`src/rtl/vga_rect_fill_pkg.sv`:
```
// Shared VGA definitions: screen limits, colour width, draw-FSM encoding and the
// rectangle command payload carried through the command queue.
package vga_rect_fill_pkg;

    localparam int unsigned XMAX_DEFAULT = 160;
    localparam int unsigned YMAX_DEFAULT = 120;
    localparam int unsigned COORD_W      = 8;
    localparam int unsigned EXT_W        = COORD_W + 1;
    localparam int unsigned COLOUR_W     = 3;
    localparam int unsigned CMD_W        = 4 * COORD_W + COLOUR_W;

    typedef enum logic {
        IDLE = 1'b0,
        DRAW = 1'b1
    } draw_state_t;

    typedef struct packed {
        logic [COORD_W-1:0]  x;
        logic [COORD_W-1:0]  y;
        logic [COORD_W-1:0]  w;
        logic [COORD_W-1:0]  h;
        logic [COLOUR_W-1:0] colour;
    } rect_cmd_t;

    // Exclusive end coordinate of a span, clipped to the screen edge without wrapping.
    function automatic logic [EXT_W-1:0] clip_end(input logic [COORD_W-1:0] org,
                                                  input logic [COORD_W-1:0] len,
                                                  input logic [EXT_W-1:0]   lim);
        logic [EXT_W-1:0] sum;
        sum = EXT_W'(org) + EXT_W'(len);
        return (sum > lim) ? lim : sum;
    endfunction

endpackage

```
`src/rtl/vga_cmd_fifo.sv`:
```
// Synchronous show-ahead command queue; the head entry is visible on rd_data
// whenever empty is low, and pop retires it on the next edge.
module vga_cmd_fifo
    import vga_rect_fill_pkg::*;
#(
    parameter int unsigned WIDTH = CMD_W,
    parameter int unsigned DEPTH = 2
) (
    input  logic             clk,
    input  logic             reset,
    input  logic             push,
    input  logic [WIDTH-1:0] wr_data,
    input  logic             pop,
    output logic [WIDTH-1:0] rd_data,
    output logic             full,
    output logic             empty
);

    localparam int unsigned PTR_W = (DEPTH > 1) ? $clog2(DEPTH) : 1;
    localparam int unsigned CNT_W = $clog2(DEPTH + 1);

    logic [WIDTH-1:0] mem [DEPTH];
    logic [PTR_W-1:0] wr_ptr;
    logic [PTR_W-1:0] rd_ptr;
    logic [CNT_W-1:0] count;
    logic             do_push;
    logic             do_pop;

    assign full    = (count == CNT_W'(DEPTH));
    assign empty   = (count == '0);
    assign do_push = push & ~full;
    assign do_pop  = pop & ~empty;
    assign rd_data = mem[rd_ptr];

    // Storage needs no reset; only the pointers and occupancy define validity.
    always_ff @(posedge clk) begin
        if (do_push) begin
            mem[wr_ptr] <= wr_data;
        end
    end

    always_ff @(posedge clk) begin
        if (reset) begin
            wr_ptr <= '0;
            rd_ptr <= '0;
            count  <= '0;
        end else begin
            if (do_push) begin
                wr_ptr <= (wr_ptr == PTR_W'(DEPTH - 1)) ? '0 : wr_ptr + PTR_W'(1);
            end
            if (do_pop) begin
                rd_ptr <= (rd_ptr == PTR_W'(DEPTH - 1)) ? '0 : rd_ptr + PTR_W'(1);
            end
            case ({do_push, do_pop})
                2'b10:   count <= count + CNT_W'(1);
                2'b01:   count <= count - CNT_W'(1);
                default: count <= count;
            endcase
        end
    end

endmodule

```
`src/rtl/vga_rect_fill.sv`:
```
// Queued rectangle filler: plots one pixel per cycle in raster order to a VGA
// adapter, clipping at the screen edge and chaining queued commands with no gap.
module vga_rect_fill
    import vga_rect_fill_pkg::*;
#(
    parameter int unsigned XMAX       = XMAX_DEFAULT,
    parameter int unsigned YMAX       = YMAX_DEFAULT,
    parameter int unsigned FIFO_DEPTH = 2
) (
    input  logic                clk,
    input  logic                reset,
    input  logic                cmd_valid,
    output logic                cmd_ready,
    input  logic [COORD_W-1:0]  cmd_x,
    input  logic [COORD_W-1:0]  cmd_y,
    input  logic [COORD_W-1:0]  cmd_w,
    input  logic [COORD_W-1:0]  cmd_h,
    input  logic [COLOUR_W-1:0] cmd_colour,
    output logic [COORD_W-1:0]  vgax,
    output logic [COORD_W-1:0]  vgay,
    output logic [COLOUR_W-1:0] colour,
    output logic                vgaw,
    output logic                busy
);

    draw_state_t         state_q, state_d;
    logic [COORD_W-1:0]  cur_x_q, cur_x_d;
    logic [COORD_W-1:0]  cur_y_q, cur_y_d;
    logic [COORD_W-1:0]  x_org_q, x_org_d;
    logic [EXT_W-1:0]    x_end_q, x_end_d;
    logic [EXT_W-1:0]    y_end_q, y_end_d;
    logic [COLOUR_W-1:0] fill_q, fill_d;
    logic [COORD_W-1:0]  vgax_d, vgay_d;
    logic [COLOUR_W-1:0] colour_d;
    logic                vgaw_d;

    rect_cmd_t           wr_cmd, head;
    logic                fifo_full, fifo_empty;
    logic                push, pop, load_head;
    logic [EXT_W-1:0]    head_x_end, head_y_end;
    logic                head_drawable;
    logic                x_last, y_last;

    assign wr_cmd    = {cmd_x, cmd_y, cmd_w, cmd_h, cmd_colour};
    assign cmd_ready = reset | ~fifo_full;
    assign push      = cmd_valid & cmd_ready;
    assign busy      = ~reset & ((state_q == DRAW) | ~fifo_empty);

    vga_cmd_fifo #(
        .WIDTH (CMD_W),
        .DEPTH (FIFO_DEPTH)
    ) u_cmd_fifo (
        .clk     (clk),
        .reset   (reset),
        .push    (push),
        .wr_data (wr_cmd),
        .pop     (pop),
        .rd_data (head),
        .full    (fifo_full),
        .empty   (fifo_empty)
    );

    // Head-of-queue decode: clipped extents and whether anything is on-screen.
    assign head_x_end    = clip_end(head.x, head.w, EXT_W'(XMAX));
    assign head_y_end    = clip_end(head.y, head.h, EXT_W'(YMAX));
    assign head_drawable = (EXT_W'(head.x) < EXT_W'(XMAX)) && (EXT_W'(head.y) < EXT_W'(YMAX))
                           && (head.w != '0) && (head.h != '0);

    assign x_last = (EXT_W'(cur_x_q) == x_end_q - EXT_W'(1));
    assign y_last = (EXT_W'(cur_y_q) == y_end_q - EXT_W'(1));

    always_comb begin
        state_d   = state_q;
        cur_x_d   = cur_x_q;
        cur_y_d   = cur_y_q;
        x_org_d   = x_org_q;
        x_end_d   = x_end_q;
        y_end_d   = y_end_q;
        fill_d    = fill_q;
        vgax_d    = vgax;
        vgay_d    = vgay;
        colour_d  = colour;
        vgaw_d    = 1'b0;
        load_head = 1'b0;
        pop       = 1'b0;

        case (state_q)
            IDLE: begin
                if (!fifo_empty) begin
                    load_head = 1'b1;
                end
            end
            DRAW: begin
                vgaw_d   = 1'b1;
                vgax_d   = cur_x_q;
                vgay_d   = cur_y_q;
                colour_d = fill_q;
                if (!x_last) begin
                    cur_x_d = cur_x_q + COORD_W'(1);
                end else if (!y_last) begin
                    cur_x_d = x_org_q;
                    cur_y_d = cur_y_q + COORD_W'(1);
                end else if (!fifo_empty) begin
                    load_head = 1'b1;
                end else begin
                    state_d = IDLE;
                end
            end
            default: state_d = IDLE;
        endcase

        // Loading retires the entry even when it is discarded as off-screen or empty.
        if (load_head) begin
            pop     = 1'b1;
            state_d = head_drawable ? DRAW : IDLE;
            cur_x_d = head.x;
            cur_y_d = head.y;
            x_org_d = head.x;
            x_end_d = head_x_end;
            y_end_d = head_y_end;
            fill_d  = head.colour;
        end
    end

    always_ff @(posedge clk) begin
        if (reset) begin
            state_q <= IDLE;
            cur_x_q <= '0;
            cur_y_q <= '0;
            x_org_q <= '0;
            x_end_q <= '0;
            y_end_q <= '0;
            fill_q  <= '0;
            vgax    <= '0;
            vgay    <= '0;
            colour  <= '0;
            vgaw    <= 1'b0;
        end else begin
            state_q <= state_d;
            cur_x_q <= cur_x_d;
            cur_y_q <= cur_y_d;
            x_org_q <= x_org_d;
            x_end_q <= x_end_d;
            y_end_q <= y_end_d;
            fill_q  <= fill_d;
            vgax    <= vgax_d;
            vgay    <= vgay_d;
            colour  <= colour_d;
            vgaw    <= vgaw_d;
        end
    end

endmodule

```
`config.mk`:
```
export PLATFORM = sky130hd
export DESIGN_NAME = vga_rect_fill
export DESIGN_NICKNAME = d
export VERILOG_FILES = /design/src/rtl/vga_rect_fill_pkg.sv /design/src/rtl/vga_cmd_fifo.sv /design/src/rtl/vga_rect_fill.sv
export SDC_FILE = /design/constraint.sdc
export NUM_CORES = 1
export LEC_CHECK = 0
export BUFFER_PORTS_ARGS = -buffer_cell sky130_fd_sc_hd__buf_2
export CORE_MARGIN = 2
export CORE_UTILIZATION = 60
export CTS_CLUSTER_DIAMETER = 200
export CTS_CLUSTER_SIZE = 14
export DETAILED_ROUTE_END_ITERATION = 6
export GPL_TIMING_DRIVEN = 0
export PLACE_DENSITY_LB_ADDON = 0.2
export SYNTH_ARGS = -nofsm -noshare
export SYNTH_HDL_FRONTEND = slang
export SYNTH_SLANG_ARGS = --single-unit
```
`constraint.sdc`:
```
create_clock -name clk -period 4.24 [get_ports clk]
set_clock_uncertainty 0.05 [all_clocks]
set_input_delay 1.06 -clock clk [delete_from_list [all_inputs] [get_ports clk]]
set_output_delay 1.06 -clock clk [all_outputs]
set_load 0.02 [all_outputs]
```
==> metrics list <==
- The flow ran to the end, and the final reports show no timing, DRC or antenna violations.
* Critical-path maximum fanout: 10
* GRT Max-Usage Layer: met2
- Most frequent cells in the layout: sky130_fd_sc_hd__dfxtp_1, sky130_fd_sc_hd__edfxtp_1, sky130_fd_sc_hd__buf_2, sky130_fd_sc_hd__nor2_1, sky130_fd_sc_hd__a21oi_1
- Power comes to 0.00671 W.
- Setup violation total in the final timing report: 0
- FILL cells: 841
- Counting stages on the worst path, the most repeated cell is sky130_fd_sc_hd__a21o_1.
- Share of the clock period used by the worst path after layout: 94.0%
* Final cell count without fillers: 869
* Post-synth top area cell: sky130_fd_sc_hd__edfxtp_1
- Number of placement rows: 39
- Number of standard cells after synthesis: 637
- Antenna violations before repair: 0
* Fraction of registers with async set or reset after synthesis: 0%
* Highest achievable clock rate: 251 MHz
- Flip-flop and latch area: 0.00352 mm²
- Maximum buffer depth of the clock tree: 2
* Slew at the pin closest to its max-slew limit: 0.837 ns
- Counting the buffers created by CTS gives 17.
* # port buffers: 58
* Count of yosys warnings during synthesis: 0
- From bottom edge to top edge, the die measures 112 µm.
- In this run the static leakage power is 3.03 nW.
- Final weighted congestion in routability-driven placement: 0.923
- On the worst path, the slowest cell contributes a delay of 0.53 ns.
- For the worst setup path, the data required time is 4.56 ns.
- Routed Wire Length: 16,500 µm
- The first global-routing pass estimated 27,200 µm of wire.
* Critical path capture point type: flop
- Synthesis inferred 141 register bits.
- The worst-case IR drop observed on VDD is 0.529 mV.
* Overall via count from detail_route: 5,401
- Vias in the first global route: 5,328
- Netlist cell types: 73
- The detail route stage leaves a number of antenna-violating nets equal to 0.
- Dominant synthesized flop cell: sky130_fd_sc_hd__dfxtp_1
- After detailed placement, the design holds a cell count of 839.
- # clock sinks: 141
- The final hold violation count is 0.
* Starting utilization of the core area: 61.3%
- Setup repair after global routing left no endpoint under its margin.
- In this run the power density over the cells is 829 mW/mm².
- Met2 routing resource usage after global routing: 44.3%
- Across the run, the number of max-cap violations was 0.
- Share of cells above drive strength 1: 19.4%
- The signal on the critical path passes through buf_2 -> clkbuf_4 -> mux2_2 -> ha_1 -> fa_1 -> a21o_1 -> a21o_1 -> and4b_1 -> a311oi_1 -> nor3_1 -> nor4_4 -> a22o_1.
- The synthesized netlist occupies a cell area of 0.00697 mm².
- In this run the horizontal extent of the chip is 112 µm.
- In this design, the largest share of critical-path delay is due to compound AO/OA/AOI/OAI gates.
- In the final layout, the multi-input gates occupy 0.00323 mm².
- For this run, global-route usage on met3 was measured as 5.77%.
- Hold is met by 0.423 ns.
- After detailed routing, the average wire length per cell comes to 19.0 µm.
- Latest clock arrival within the worst-skew pair: 0.43 ns
- The worst pin sits at a relative slew slack of 43.8%.
- In this run the cell area measured after placement is 0.00748 mm².
- DRC errors left: 0
- Clock transition at the registers of the reported paths: 0.06 ns
* Final global-route overflow total: 0
- In the post-synthesis netlist, the biggest area contributors are sky130_fd_sc_hd__edfxtp_1, sky130_fd_sc_hd__dfxtp_1, sky130_fd_sc_hd__mux2_2, sky130_fd_sc_hd__ha_1, sky130_fd_sc_hd__mux2i_1.
- In this run, the number of DRC markers left after iteration 0 of detailed routing was 455.
* Synthesized net count: 698
* Average cell area after synthesis: 10.9 µm²
* Minimum period implied by the final worst setup slack: 3.99 ns
- From synthesis to final layout, the design area changed by 16.0%.
- In this run, post-CTS hold repair placed 0 buffers.
* CTS tree: built
- Share of the yosys chip area belonging to registers: 50.5%
- Global routing usage summed across all routing layers: 27.7%
* Root buffer cell: sky130_fd_sc_hd__clkbuf_16
* Total I/O pin count: 60
* Via density per instance: 6.22
- Type of the most critical hold path: flop to flop
* Setup TNS after final layout: 0 ns
- Diodes inserted: 0
* Cell with the largest stage delay on the worst path: sky130_fd_sc_hd__dfxtp_1
- CTS built an H-tree with a depth of 4.
- Count of buffer and inverter cells on the critical path: 2
- The critical path is of the flop to flop type.
- Total number of nets in the final design: 775
* Number of enable-type register cells in the synthesized netlist: 70
- The library cell used most frequently in the layout, excluding fill and tap cells, is sky130_fd_sc_hd__dfxtp_1.
- Estimated wirelength of the detail-placed design: 11,700 µm
* Die area: 0.0125 mm²
- Fraction of post-synthesis cell area in the top cell type by area: 30.1%
- Core area: 0.0114 mm²
- Entering global routing, the biggest net connects 36 pins.
- The total count of max-transition violations in the final report came to 0.
* Arrival time of data at the critical path endpoint: 4.30 ns
- The worst setup path is launched from a flop.
* Routing usage on met1: 37.1%
- Post-route design area: 0.00809 mm²
* Number of detailed-routing iterations run before antenna repair: 7
==> state kept, by name (all words and copies together), names as in the netlist, named ones only <==
signal and flops:
u_cmd_fifo.mem 70, x_end_q 9, y_end_q 9, cur_x_q 8, cur_y_q 8, vgax 8, vgay 8, x_org_q 8
colour 3, fill_q 3, u_cmd_fifo.count 2, state_q 1, u_cmd_fifo.rd_ptr 1, u_cmd_fifo.wr_ptr 1, vgaw 1
==> metrics by stage <==
step,setup slack [ns],util (%)
detailed placement,-0.477,65.8
floorplan,0.457,-
CTS,0.00808,71.1
global route,0.0481,71.1
finish,0.253,71.1
global placement,-0.369,65.5
==> worst paths after layout <==
check                        from                 endpoint  slack, ns  cells past startpoint
max                          flop  y_end_q[2]$_SDFFE_PP0P_       0.25                     12
min          vgay[0]$_SDFFE_PP0P_     vgay[0]$_SDFFE_PP0P_       0.42                      2
min reg2reg  vgay[0]$_SDFFE_PP0P_     vgay[0]$_SDFFE_PP0P_       0.42                      2
max reg2reg                  flop  y_end_q[2]$_SDFFE_PP0P_       0.25                     12
==> per-layer routing <==
| layer | vias to the layer above | share of wire [%] |
|---|---|---|
| met5 | - | 0 |
| met4 | 0 | 2.0 |
| met3 | 27 | 6.2 |
| met2 | 197 | 48 |
| met1 | 2604 | 44 |
| li1 | 2573 | - |
==> where the power goes <==
| part | total, W | internal, W | switching [W] |
|---|---|---|---|
| Sequential | 0.00208 | 0.00178 | 0.000299 |
| Combinational | 0.00310 | 0.00131 | 0.00179 |
| Clock | 0.00153 | 0.000975 | 0.000556 |
| Total | 0.00671 | 0.00406 | 0.00265 |
==> logic make-up after synthesis <==
kind of cell / after synthesis / synth area share [%]
multiplexers: 54 / 8.29
XOR/XNOR: 36 / 4.72
AO/OA/AOI/OAI: 136 / 13.7
flip-flops: 141 / 50.5
adder cells (fa/ha/maj): 23 / 4.34
buffers and inverters: 51 / 3.27
AND/OR/NAND/NOR: 196 / 15.1
==> cell usage after synthesis, drive strengths merged, types with 9 or more instances <==
cell type,count
edfxtp,70
xor2,14
nor2,51
clkbuf,21
nand2,19
or3,21
nor3,32
nand3,14
buf,16
inv,14
mux2i,24
a211oi,10
xnor2,21
o211ai,12
a311oi,9
a21oi,38
dfxtp,71
o21ai,18
ha,21
mux2,30
==> worst min-delay path, delay by kind of cell (launching register included) <==
| kind | cells | cell delay (ns) |
|---|---|---|
| AOI/OAI and AO/OA | 1 | 0.05 |
| DFF | 1 | 0.31 |
| and+or+nand+nor | 1 | 0.06 |
==> repair_timing <==
action                                  4_1_cts  5_1_grt
endpoints found under the setup margin       15       11
setup buffers                                 0        0
gates resized for setup                       3        4
==> layout make-up <==
| cell class | count | share of cell area (%) |
|---|---|---|
| sequential | 141 | 43.6 |
| clock buffer | 19 | 5.35 |
| inverter | 14 | 0.650 |
| multi-input combinational | 445 | 40.0 |
| tap | 143 | 2.21 |
| timing repair buffer | 59 | 3.93 |
| clock inverter | 12 | 2.10 |
| buffer | 36 | 2.20 |
(Power assumes the default switching activity.)
